[config.mk]
export PLATFORM = sky130hd
export DESIGN_NAME = wb_arbiter
export DESIGN_NICKNAME = d
export VERILOG_FILES = /design/src/rtl/wb_arb_pkg.sv /design/src/rtl/rr_pick2.sv /design/src/rtl/wb_arbiter.sv
export SDC_FILE = /design/constraint.sdc
export NUM_CORES = 1
export LEC_CHECK = 0
export CAP_MARGIN = 20
export CORE_AREA = 4 4 98 100
export CTS_CLUSTER_SIZE = 24
export DETAILED_ROUTE_END_ITERATION = 10
export DIE_AREA = 0 0 102 104
export PLACE_DENSITY_LB_ADDON = 0.3
export RECOVER_POWER = 100
export SYNTH_ARGS = -nofsm -noshare
export SYNTH_HDL_FRONTEND = slang
export SYNTH_SLANG_ARGS = --single-unit
[constraint.sdc]
create_clock -name clk -period 1.77 [get_ports clk]
set_input_delay 0.177 -clock clk [delete_from_list [all_inputs] [get_ports clk]]
set_output_delay 0.177 -clock clk [all_outputs]
set_load 0.03 [all_outputs]
[src/rtl/wb_arb_pkg.sv]
// Shared encodings and default widths for the two-requester Wishbone arbiter.
package wb_arb_pkg;

    localparam int DEF_AW = 15;
    localparam int DEF_DW = 32;

    typedef enum logic [1:0] {
        ST_IDLE  = 2'd0,
        ST_BUSY0 = 2'd1,
        ST_BUSY1 = 2'd2
    } state_t;

    localparam logic ID_M0 = 1'b0;
    localparam logic ID_M1 = 1'b1;

endpackage

[src/rtl/rr_pick2.sv]
// Combinational 2-way round-robin pick: the pointer breaks ties, a lone requester always wins.
module rr_pick2
    import wb_arb_pkg::*;
(
    input  logic [1:0] i_req,
    input  logic       i_ptr,
    output logic [1:0] o_gnt,
    output logic       o_id
);

    assign o_id  = (&i_req) ? i_ptr : (i_req[1] ? ID_M1 : ID_M0);
    assign o_gnt = {(|i_req) & o_id, (|i_req) & ~o_id};

endmodule

[src/rtl/wb_arbiter.sv]
// Round-robin arbiter sharing one Wishbone slave port between m0 (spif bridge) and m1 (DMA/debug).
// Define WB_ARB_TIMEOUT_EN to add a watchdog that ends hung cycles with a one-cycle error strobe.
module wb_arbiter
    import wb_arb_pkg::*;
#(
    parameter int AW        = DEF_AW,
    parameter int DW        = DEF_DW,
    parameter int TOUT_BITS = 8
) (
    input  logic          clk,
    input  logic          arst,
    input  logic [AW-1:0] m0_adr,
    input  logic [DW-1:0] m0_dat,
    input  logic          m0_we,
    input  logic          m0_stb,
    output logic          m0_ack,
    output logic          m0_err,
    input  logic [AW-1:0] m1_adr,
    input  logic [DW-1:0] m1_dat,
    input  logic          m1_we,
    input  logic          m1_stb,
    output logic          m1_ack,
    output logic          m1_err,
    output logic [DW-1:0] m_dat,
    output logic [AW-1:0] s_adr,
    output logic [DW-1:0] s_dat_o,
    output logic          s_we,
    output logic          s_stb,
    input  logic          s_ack,
    input  logic [DW-1:0] s_dat_i,
    output logic [1:0]    owner
);

    generate
        if (TOUT_BITS < 1) begin : g_bad_tout
            $error("wb_arbiter: TOUT_BITS must be at least 1");
        end
    endgenerate

    state_t        r_state;
    logic          r_ptr;
    logic [AW-1:0] r_s_adr;
    logic [DW-1:0] r_s_dat;
    logic          r_s_we;

    logic [1:0]    w_gnt;
    logic          w_id;
    logic          w_busy;
    logic          w_own;
    logic          w_own_stb;
    logic          w_tout;

    rr_pick2 u_pick (
        .i_req ({m1_stb, m0_stb}),
        .i_ptr (r_ptr),
        .o_gnt (w_gnt),
        .o_id  (w_id)
    );

    assign w_busy    = (r_state != ST_IDLE);
    assign w_own     = (r_state == ST_BUSY1);
    assign w_own_stb = w_own ? m1_stb : m0_stb;

    // Request fields are latched at grant, so mid-cycle changes never reach the slave.
    always_ff @(posedge clk or posedge arst) begin
        if (arst) begin
            r_state <= ST_IDLE;
            r_ptr   <= ID_M0;
            r_s_adr <= '0;
            r_s_dat <= '0;
            r_s_we  <= 1'b0;
        end else begin
            case (r_state)
                ST_IDLE: begin
                    if (|w_gnt) begin
                        r_state <= (w_id == ID_M1) ? ST_BUSY1 : ST_BUSY0;
                        r_s_adr <= (w_id == ID_M1) ? m1_adr : m0_adr;
                        r_s_dat <= (w_id == ID_M1) ? m1_dat : m0_dat;
                        r_s_we  <= (w_id == ID_M1) ? m1_we  : m0_we;
                    end
                end
                ST_BUSY0, ST_BUSY1: begin
                    if (s_ack || w_tout) begin
                        r_state <= ST_IDLE;
                        r_ptr   <= ~w_own;
                    end else if (!w_own_stb) begin
                        r_state <= ST_IDLE;
                    end
                end
                default: r_state <= ST_IDLE;
            endcase
        end
    end

`ifdef WB_ARB_TIMEOUT_EN
    // Expire in the cycle that would bring the count of un-acked BUSY cycles to all-ones.
    localparam logic [TOUT_BITS-1:0] WDT_LAST = ~TOUT_BITS'(1);
    logic [TOUT_BITS-1:0] r_wdt;

    always_ff @(posedge clk or posedge arst) begin
        if (arst) begin
            r_wdt <= '0;
        end else if (!w_busy) begin
            r_wdt <= '0;
        end else if (!s_ack) begin
            r_wdt <= r_wdt + 1'b1;
        end
    end

    assign w_tout = w_busy & w_own_stb & ~s_ack & (r_wdt == WDT_LAST);
`else
    assign w_tout = 1'b0;
`endif

    assign s_stb   = w_busy & w_own_stb & ~w_tout;
    assign s_adr   = r_s_adr;
    assign s_dat_o = r_s_dat;
    assign s_we    = r_s_we;

    assign m0_ack  = (r_state == ST_BUSY0) & s_ack;
    assign m1_ack  = (r_state == ST_BUSY1) & s_ack;
    assign m0_err  = (r_state == ST_BUSY0) & w_tout;
    assign m1_err  = (r_state == ST_BUSY1) & w_tout;

    assign m_dat   = s_dat_i;
    assign owner   = {w_busy, w_own};

endmodule

==> run summary, run 1 <==
The number of global-route vias before repair is 2805. Summing the sequential cell areas from Yosys gives 42.7% of the chip area. In this run the tightest slew margin relative to its limit is 12.9%. Clock-pin slew was measured on the worst setup and hold paths at 0.09 ns.

The insertion delay of the later-clocked pin in the worst-skew pair came out at 0.30 ns. Before antenna repair, the detailed router went through 4 iterations. Routability-driven placement finished with a final weighted congestion of 0.785.

The worst min-delay path class is in -> reg. The final critical-path required period is 1.72 ns. After routing the design area is 0.00444 mm². The total number of placement rows is 34. The synthesized netlist occupies a cell area of 0.00299 mm². The worst hold path passes through 3 cells. The number of setup violations in the final report is 0. For the leakage power summed over all cells, the log shows 0.00169 µW. The first global-routing pass estimated 14100 µm of wire. The top cell type by area accounts for 42.7% of the synthesized area. The global-route usage over all layers was 16.2%. sky130_fd_sc_hd__dfrtp_1 takes more of the synthesized area than any other cell. The count of nets left with antenna violations once routing finished came out at 0. The repair_antennas step left the layout with diodes totalling 0.

The maximum fanout count along the critical path is 4, and the post-route fraction of the period consumed by the critical path is 97.3%. The die covers 0.0106 mm². After the first detailed-routing iteration, the DRC count stood at 108. The H-tree was split into 2 levels. At the end of the flow the core is filled with cells to 51.1%.

The number of max-cap violations is 0. The number of synthesized register bits was 51; the post-detailed-placement half-perimeter wirelength was 6410 µm. Synthesis produced a netlist whose cell count is 337.

The run gives 1.59 ns as the endpoint required time on the critical path. The die height is 104 µm, and the final clock skew is 0.00523 ns. Entering global routing, the biggest net connects 57 pins.

The deepest clock path buffer count is 2, and the layout overhead on the synthesized area is 48.6%. The number of cells after detailed placement was 540; the total power of the final layout was 7060 µW. STA classifies the critical path endpoint as an output pin. In the post-synthesis netlist, the biggest area contributors are sky130_fd_sc_hd__dfrtp_1 43%, sky130_fd_sc_hd__buf_4 9.8%, sky130_fd_sc_hd__a31oi_2 8.4%. The logs give 0 for the residual DRC count and 51 for the sink count of the clock tree.

Post-CTS timing repair inserted 0 buffers for setup. The final standard cell count with taps included and fillers excluded is 548, and the Yosys warning count is 0. For the pin with the worst max-slew slack, the measured transition is 1.31 ns. For the initial core utilization, the log shows 34.4%. Most common cell after layout, fill and taps aside: sky130_fd_sc_hd__clkdlybuf4s50_1. The detail-routed net length per standard cell is 16.4 µm, and the arrival time at the worst endpoint is 1.55 ns. The power density of the placed cells was 1590 mW/mm².

The instance area after placement was 0.00435 mm². 220 I/O pins were placed. Dividing the synthesized area by the synthesized cell count gives 8.86 µm². The tools report the worst hold margin as 0.252 ns.

Counting the buffers created by CTS gives 5. The setup path with the least slack is of type reg -> out. The logs give 0 for the initial antenna violation count and 575 for the number of nets in the layout. Final hold violation count: 0. Leaving out fill and tap cells, the most frequent cells in the layout are 98 x sky130_fd_sc_hd__clkdlybuf4s50_1, 51 x sky130_fd_sc_hd__dfrtp_1, 50 x sky130_fd_sc_hd__nor2_1. The number of slew-limit violations in the final report was 0. The die is 102 µm wide. For flop-to-flop paths, the worst setup slack is 0.11 ns. In this run the critical register-to-register path is captured at s_adr[5]$_DFFE_PP0P_. The region available for standard cell placement spans 0.00868 mm². TritonCTS built the clock tree. The path with the worst hold slack has its endpoint at s_dat_o[31]$_DFFE_PP0P_. Summing over every cut layer, the via total after detailed routing is 2824. The routed design has 9010 µm of wire. The achievable clock frequency is 0.580 GHz, and the number of buffers added on ports is 153. The tools report the count of cell types in the netlist as 23. The flow ran to the end, and the final reports show no timing, DRC or antenna violations.

The per-cell via count in the routed design is 5.15, and the maximum vdd ir drop is 0.995 mV. The startpoint identified for the worst hold timing path is m1_stb. The aggregate global routing overflow is 0, and the worst reg2reg path depth is 6. The worst setup path is launched from a flop. The tree is rooted in a sky130_fd_sc_hd__clkbuf_8. The worst flop-to-flop path startpoint is r_state[0]$_DFFE_PP0P_.

Layout cell share with drive strength beyond 1: 10.0%.
cells in the mapped netlist (all sizes together):
cell and n:
a31oi 48, and2 2, and2b 1, buf 55
clkbuf 13, conb 1, dfrtp 51, ha 3
inv 6, mux2i 2, nand2 2, nand2b 2
nand3 48, nor2 50, o21a 1, o21ai 49
o2bb2ai 2, o32ai 1
state kept, by name (all words and copies together) (netlist names):
name	count
s_we	1
s_adr	15
r_state	2
s_dat_o	32
r_ptr	1
through the flow:
step           setup TNS, ns  setup slack, ns
6_report                   0           0.0472
5_1_grt             -0.00856         -0.00458
4_1_cts                    0           0.0124
3_5_place_dp               0           0.0843
3_3_place_gp               0            0.121
2_1_floorplan              0            0.363
how the worst max path moves through the flow:
stage,cells past startpoint,slack (ns),to,from
after detailed placement,4,0.08,m1_ack,r_state[0]$_DFFE_PP0P_
after floorplan,1,0.36,r_ptr$_DFFE_PP0P_,arst
after global placement,4,0.12,m1_ack,r_state[0]$_DFFE_PP0P_
after global routing,4,-0.005,m1_ack,r_state[0]$_DFFE_PP0P_
after CTS,4,0.01,m1_ack,r_state[0]$_DFFE_PP0P_
final,4,0.05,m1_ack,r_state[0]$_DFFE_PP0P_
area by class of cell:
class                      count  area [µm²]
clock buffer                   7        96.3
sequential                    51        1280
multi-input combinational    213        1270
timing repair buffer         162        1630
tap                          108         135
clock inverter                 1        7.51
inverter                       6        22.5
fill                         836        4240
cell families (layout without fill, tap and decap cells):
family                     Yosys count  after routing  synth area share (%)
DFF                                 51             51                  42.7
buffers and inverters               74            176                  15.9
muxes                                2              2                 0.671
AOI/OAI and AO/OA                  101            101                  23.6
other                                1              2                 0.126
and+or+nand+nor                    105            105                  15.7
adders and majority gates            3              3                  1.26
worst max-delay path, stage by stage (launching register included):
cell	delay [ns]
sky130_fd_sc_hd__dfrtp_1	0.41
sky130_fd_sc_hd__inv_1	0.14
sky130_fd_sc_hd__ha_4	0.19
sky130_fd_sc_hd__and2_1	0.12
sky130_fd_sc_hd__dlygate4sd2_1	0.39
where the power goes:
group / internal [µW] / switching (µW)
clock network: 357 / 399
logic: 1680 / 2590
registers: 1750 / 286
total: 3790 / 3270
per-layer routing:
| layer | vias up | track usage, % | routed length [µm] |
|---|---|---|---|
| met5 | - | 0 | 0 |
| met4 | 0 | 3.84 | 153 |
| met3 | 20 | 4.23 | 857 |
| met2 | 142 | 27.0 | 4310 |
| met1 | 1309 | 20.6 | 3680 |
| li1 | 1353 | - | - |
repair_timing:
action                                  in CTS  in global routing
resized for setup                            5                  3
hold buffers                                 0                  0
endpoints found under the setup margin       5                  2
(Power assumes the default switching activity.)
==> run 2: changes to the inputs <==
- CORE_AREA: 4 4 98 100 -> 2 2 96 98
- DIE_AREA: 0 0 102 104 -> 0 0 98 100
==> run 2 against run 1 <==
Clock skew rose by 0.0029 ns. Flip-flop and latch count did not move. Core utilization fell by 0.65 points. Count of clock-buffer cells in the layout fell by 1. Total power rose by 2.9%. Clock power rose by 28%. Worst setup slack improved by 0.022 ns. Sequential power barely moved. Critical endpoint is now s_stb. Largest cell class unchanged. Highest routed layer unchanged.
==> run summary, run 2 (synthesized netlist as in run 1, its figures left out) <==
Setup repair after global routing could not meet its margin everywhere. Achievable clock frequency: 0.588 GHz (+1.3%). The initial core utilization is 33.6% (-0.82 points). The maximum vdd ir drop is 0.736 mV (-26%). For the core footprint, the log shows 0.00889 mm² (+2.4%). In the layout the commonest cells are 99 x sky130_fd_sc_hd__clkdlybuf4s50_1, 51 x sky130_fd_sc_hd__dfrtp_1, 49 x sky130_fd_sc_hd__nor2_1. The run gives 0.103 ns (+0.0191 ns) as the setup slack after placement. The routed wire length was 9010 µm (about the same); the post-detailed-placement half-perimeter wirelength was 6060 µm (-5.3%). TritonCTS built the clock tree. For the final standard cell count with taps included and fillers excluded, the log shows 554 (+1.1%). Most common cell after layout, fill and taps aside: sky130_fd_sc_hd__clkdlybuf4s50_1. The insertion delay of the later-clocked pin in the worst-skew pair came out at 0.30 ns (about the same). The post-route fraction of the period consumed by the critical path works out to 96.1% (-1.2 points). The final clock skew was 0.00810 ns (+0.00287 ns). The logs give 0 (unchanged) for the number of slew-limit violations in the final report and 0 (unchanged) for the residual DRC count. The endpoint required time on the critical path was 1.59 ns (about the same); the number of cells traversed by the worst hold path was 3 (unchanged).

The count of filler cells inserted in the layout is 838 (+0.24%), and the post-CTS clock slew at the launch and capture registers of the worst setup and hold paths is 0.10 ns (about the same). The worst setup path is captured at an output pin. The sink count of the clock tree was 51 (unchanged).

The run gives 0.13 ns (+0.02 ns) as the register-to-register setup slack. The DRC marker count from the first detailed-route iteration was 98 (-9.3%). The detail-routed net length per standard cell came out at 16.3 µm (-1.1%). The floorplan die width is 98 µm (-3.9%). The power density of the placed cells was 1620 mW/mm² (+1.8%).

The worst hold margin is 0.342 ns (+0.0900 ns), and the number of buffers added on ports is 153 (unchanged). The number of max-cap violations is 0 (unchanged). From synthesis to final layout, the design area changed by 50.3%.

The per-cell via count in the routed design is 5.17 (+0.32%), and the number of ports placed on the die boundary is 220 (unchanged). The logs give 14600 µm (+3.7%) for the global-route wire length before repair and 545 (+0.93%) for the number of cells after detailed placement. The total CTS buffers was 5 (unchanged); the die height was 100 µm (-3.8%).

The number of setup violations in the final report was 0 (unchanged). The final hold violation count was 0 (unchanged); the flip-flop count of the largest register, all copies and words added was 32 (unchanged). For the first-pass iteration count of the detailed router, the log shows 4 (unchanged). The critical path start-end classification was reg -> out. The logs give 18.3% (+2.1 points) for the global-route usage over all layers and 0.00171 µW (+1.4%) for the leakage power summed over all cells. The run gives 35 (+2.9%) as the total number of placement rows. Share of the core filled with cells in the final layout: 50.5% (-0.65 points). The worst reg2reg path depth is 6 (unchanged), and the count of inserted antenna diode cells is 0 (unchanged). For the deepest clock path buffer count, the log shows 2 (unchanged). The run gives 0 (unchanged) as the number of antenna-violating nets in the routed design. The H-tree depth was 2 (unchanged); the relative slew slack was 10.1% (-2.8 points).

The run gives 2864 (+1.4%) as the count of vias placed by the detailed router. The number of global-route vias before repair was 2932 (+4.5%); the final critical-path required period was 1.70 ns (-0.0220 ns). The logs give 0 (unchanged) for the aggregate global routing overflow and 0.00980 mm² (-7.6%) for the die area. The transition at the pin with the smallest max-transition slack was 1.35 ns (+0.0417 ns); the final weighted congestion of routability-driven global placement was 0.769 (-2.1%). The maximum fanout count along the critical path was 3 (-1). The tools report the worst path setup slack after routing as 0.0693 ns (+0.0220 ns).

The root buffer cell chosen for the clock tree is sky130_fd_sc_hd__clkbuf_8. The tools report the number of nets in the layout as 578 (+0.52%). The kind of start point of the critical path is a flop. Initial antenna violation count: 0 (unchanged). The worst min-delay path class is in -> reg. The run finished with clean final reports. The layout cell share with drive strength beyond 1 works out to 10.8% (+0.84 points). Maximum number of pins on one net before global-route repair: 55 (-3.5%). The total power of the final layout was 7270 µW (+2.9%).

Arrival time at the worst endpoint: 1.52 ns (-0.03 ns).
==> run 2: per-layer routing <==
layer	part of all wire [%]	track usage, %
met1	44	24.2
met2	46	28.5
met4	2.6	8.33
met3	8.0	4.39
met5	0	0
==> run 2: worst max-delay path, stage by stage (launching register included) <==
cell                      delay, ns
sky130_fd_sc_hd__dfrtp_1       0.43
sky130_fd_sc_hd__ha_4          0.18
sky130_fd_sc_hd__buf_4         0.14
sky130_fd_sc_hd__mux2i_4       0.19
sky130_fd_sc_hd__nor2_2        0.14
sky130_fd_sc_hd__buf_6         0.15
==> run 2: final timing paths <==
path	from	endpoint
setup / recovery	r_state[1]$_DFFE_PP0P_	s_stb
hold / removal	m1_stb	s_dat_o[30]$_DFFE_PP0P_
setup reg to reg	r_state[1]$_DFFE_PP0P_	s_dat_o[6]$_DFFE_PP0P_
hold reg to reg	r_ptr$_DFFE_PP0P_	r_ptr$_DFFE_PP0P_
max in group asynchronous	arst	s_dat_o[8]$_DFFE_PP0P_
min in group asynchronous	arst	s_dat_o[4]$_DFFE_PP0P_
==> run 2: area by class of cell <==
| class | instances | area (µm²) | area share (%) |
|---|---|---|---|
| sequential | 51 | 1280 | 28.5 |
| multi-input combinational | 213 | 1270 | 28.4 |
| clock buffer | 6 | 72.6 | 1.62 |
| timing repair buffer | 165 | 1640 | 36.6 |
| clock inverter | 2 | 60.1 | 1.34 |
| inverter | 6 | 22.5 | 0.502 |
| tap | 111 | 139 | 3.10 |
==> run 2: what timing repair did <==
action,4_1_cts,5_1_grt
gates resized for setup,8,4
hold buffers,0,0
endpoints found under the setup margin,5,1
buffers inserted,1,0
cloned,0,0
==> run 2: stage by stage <==
stage               instance area (µm²)  TNS (ns)
floorplan                          2990         0
global placement                   4350         0
CTS                                4510         0
global route                       4490   -0.0184
detailed placement                 4350         0
finish                             4490         0
==> run 2: report_power, final <==
part	internal (µW)	total [µW]	switching (µW)
logic	1680	4260	2590
clock network	566	969	403
registers	1750	2040	286
total	4000	7270	3270
==> run 3: changes to the inputs <==
- CORE_AREA: 2 2 96 98 -> 2 2 102 104
- CTS_CLUSTER_SIZE: 24 -> 28
- DIE_AREA: 0 0 98 100 -> 0 0 104 106
- clock period: 1.77 -> 1.4 ns (I/O delays scaled with it)
==> run 3 against run 2 <==
The run now ends with negative setup slack left. Combinational power increased by 40%. Non-clock buffer count increased by 17. First-iteration DRC count increased by 60%. Global-route usage decreased by 0.61 points. Clock skew decreased by 0.0041 ns. Critical endpoint unchanged. Critical path type unchanged. Core utilization decreased by 3.4 points. Register-to-register slack got worse by 0.24 ns.
==> run summary, run 3 (synthesized netlist as in run 1, its figures left out) <==
The worst setup path is captured at an output pin. The run gives 29.9% (-3.7 points) as the initial core utilization. The insertion delay of the later-clocked pin in the worst-skew pair is 0.30 ns (about the same). Relative to the synthesized area, the layout overhead comes to 57.8%. Routed signal wires occupy layers up through met4.

The layout cell share with drive strength beyond 1 is 16.1% (+5.3 points). In this run the most critical hold path is launched from s_dat_i[13]. The transition at the pin with the smallest max-transition slack was 0.736 ns (-0.612 ns). The count of vias placed by the detailed router came out at 2940 (+2.7%).

The flip-flop count of the largest register, all copies and words added was 32 (unchanged). The number of max-cap violations was 0 (unchanged). In the layout the commonest cells are 98 x sky130_fd_sc_hd__clkdlybuf4s50_1, 51 x sky130_fd_sc_hd__dfrtp_1, 49 x sky130_fd_sc_hd__nor2_1.

The count of filler cells inserted in the layout was 1003 (+20%). The share of power burned in the clock network is 9.8% (-3.5 points), and the relative slew slack is 50.9% (+41 points). The maximum vdd ir drop was 0.990 mV (+34%). The final standard cell count with taps included and fillers excluded came out at 596 (+7.6%). For the number of slew-limit violations in the final report, the log shows 0 (unchanged). The flow ran to the end, but the final reports show violations. The worst path uses 110% of the clock period. The number of global-route vias before repair is 2975 (+1.5%), and the total CTS buffers is 5 (unchanged).

The run gives 1.40 ns (-0.12 ns) as the arrival time at the worst endpoint. The maximum fanout count along the critical path was 3 (unchanged). The per-cell via count in the routed design came out at 4.93 (-4.6%). The run gives 27.4% (-0.7 points) as the sequential share of power.

Worst flop-to-flop path startpoint: r_state[1]$_DFFE_PP0P_. Setup repair after global routing could not meet its margin everywhere. The power density of the placed cells works out to 2020 mW/mm² (+25%). Post-cts hold buffer count: 0 (unchanged). The achievable clock frequency is 0.648 GHz. Post-CTS clock slew at the launch and capture registers of the worst setup and hold paths: 0.10 ns (about the same). The logs give 0.0110 mm² (+12%) for the die area and 5100 µW (+28%) for the internal power contribution.

The post-detailed-placement half-perimeter wirelength came out at 7020 µm (+16%). The routed design could run at a clock period as short as 1.54 ns. The checks that failed: negative setup slack. The design area was 0.00471 mm² (+5.0%); the met1 routed wirelength after detailed routing was 4070 µm (+3.2%). The net switching share of the total power is 46.3% (+1.3 points), and the residual DRC count is 0 (unchanged). The floorplan die width works out to 104 µm (+6.1%).

The endpoint required time on the critical path was 1.26 ns (-0.33 ns); the number of cells after detailed placement was 579 (+6.2%). The number of setup violations in the final report came out at 54 (+54). The logs give 0 (unchanged) for the aggregate global routing overflow and 157 (+60%) for the DRC marker count from the first detailed-route iteration. The number of cells traversed by the worst hold path was 0 (-3). The number of buffers added on ports was 153 (unchanged). The number of nets in the layout is 595 (+2.9%). The global-route usage over all layers was 17.7% (-0.61 points); the final hold violation count was 0 (unchanged). The tools report the core footprint as 0.0100 mm² (+12%).

The tree is rooted in a sky130_fd_sc_hd__clkbuf_8. The detail-routed net length per standard cell was 16.8 µm (+3.5%); the register-to-register setup slack was -0.11 ns (-0.24 ns). The logs give 62.8% (+4.2 points) for the power share of the combinational group and 2 (unchanged) for the H-tree depth. For the worst path setup slack after routing, the log shows -0.143 ns (-0.212 ns). The maximum number of pins on one net before global-route repair was 52 (-5.5%); the routed wire length on met3 was 839 µm (+17%).

The run gives 0 (unchanged) as the initial antenna violation count. The run gives 4820 µm (+17%) as the detailed route wirelength on metal2. The sink count of the clock tree is 51 (unchanged), and the deepest clock path buffer count is 2 (unchanged). TritonCTS built the clock tree. The final clock skew is 0.00401 ns (-0.00409 ns).

The number of antenna-violating nets in the routed design was 0 (unchanged). The number of ports placed on the die boundary was 220 (unchanged). The tools report the kind of start point of the critical path as a flop. The run gives 0.825 (+7.3%) as the final weighted congestion of routability-driven global placement. For the count of inserted antenna diode cells, the log shows 0 (unchanged). The leakage power summed over all cells came out at 0.00188 µW (+9.7%). The global-route wire length before repair is 15700 µm (+7.2%).

The instance area after placement is 0.00447 mm² (+2.6%). Leaving out fill and tap cells, the most frequent cell in the layout is sky130_fd_sc_hd__clkdlybuf4s50_1. The switching power summed over all nets was 4400 µW (+35%).

The total number of placement rows was 37 (+5.7%); the share of the core filled with cells in the final layout was 47.1% (-3.4 points). In this run the critical register-to-register path is captured at s_dat_o[3]$_DFFE_PP0P_. The routed wire length came out at 10000 µm (+11%). The worst reg2reg path depth was 6 (unchanged); the first-pass iteration count of the detailed router was 4 (unchanged). The worst min-delay path class was in -> out. For hold timing, the worst endpoint is m_dat[13]. The die height came out at 106 µm (+6.0%). The critical path start-end classification was reg -> out.
-- run 3: cell types whose count changed in the layout (fill, tap and decap cells not counted), sizes merged, moves of 2 or more --
cell,change
dlygate4sd3,-47
buf,+22
bufinv,-2
dlygate4sd2,+45
-- run 3: per-layer routing --
layer / vias up / track usage (%)
met5: - / 0
li1: 1391 / -
met2: 134 / 30.2
met3: 34 / 5.27
met4: 0 / 6.66
met1: 1381 / 21.0
-- run 3: timing repair --
| item | 4_1_cts | 5_1_grt |
|---|---|---|
| pin swaps | 2 | 2 |
| gates cloned | 2 | 0 |
| buffers inserted | 3 | 5 |
| gates resized for setup | 66 | 5 |
| endpoints found under the setup margin | 66 | 55 |
-- run 3: how the worst max path moves through the flow --
stage,start,to,slack [ns],cells after the start
after floorplan,arst,r_ptr$_DFFE_PP0P_,0.03,1
after global placement,m0_stb,s_dat_o[20]$_DFFE_PP0P_,-0.06,6
after detailed placement,m0_stb,s_dat_o[3]$_DFFE_PP0P_,-0.12,6
after CTS,r_state[1]$_DFFE_PP0P_,s_stb,-0.19,4
after global routing,r_state[1]$_DFFE_PP0P_,s_dat_o[3]$_DFFE_PP0P_,-0.19,6
final,r_state[1]$_DFFE_PP0P_,s_stb,-0.14,4
-- run 3: area by class of cell --
type | instances | area (µm²) | share of cell area (%)
Multi-Input combinational cell | 213 | 1290 | 27.5
Timing Repair Buffer | 182 | 1850 | 39.2
Sequential cell | 51 | 1280 | 27.1
Clock inverter | 2 | 16.3 | 0.345
Clock buffer | 6 | 82.6 | 1.75
Tap cell | 136 | 170 | 3.61
Inverter | 6 | 22.5 | 0.478
-- run 3: power by group through the flow --
stage,clock network [µW],registers [µW],logic [µW]
4_1_cts,965,2610,5870
5_1_grt,1010,2700,6380
3_3_place_gp,0,2640,5760
3_5_place_dp,0,2670,5820
6_report,935,2610,5970
2_1_floorplan,0,4020,2280
-- run 3: worst max-delay path, stage by stage (launching register included) --
cell and delay, ns:
sky130_fd_sc_hd__dfrtp_1 0.44, sky130_fd_sc_hd__ha_4 0.20, sky130_fd_sc_hd__mux2i_4 0.19, sky130_fd_sc_hd__nor2_2 0.12
sky130_fd_sc_hd__buf_6 0.14
-- run 3: stage by stage --
stage	hold WS (ns)	power, µW	setup WS [ns]	TNS [ns]
after floorplan	0.308	6300	0.0305	0
after global placement	0.280	8400	-0.0576	-1.96
after detailed placement	0.280	8490	-0.124	-3.55
after CTS	0.202	9450	-0.188	-3.24
after global routing	0.280	10100	-0.187	-7.95
final	0.280	9510	-0.143	-3.60
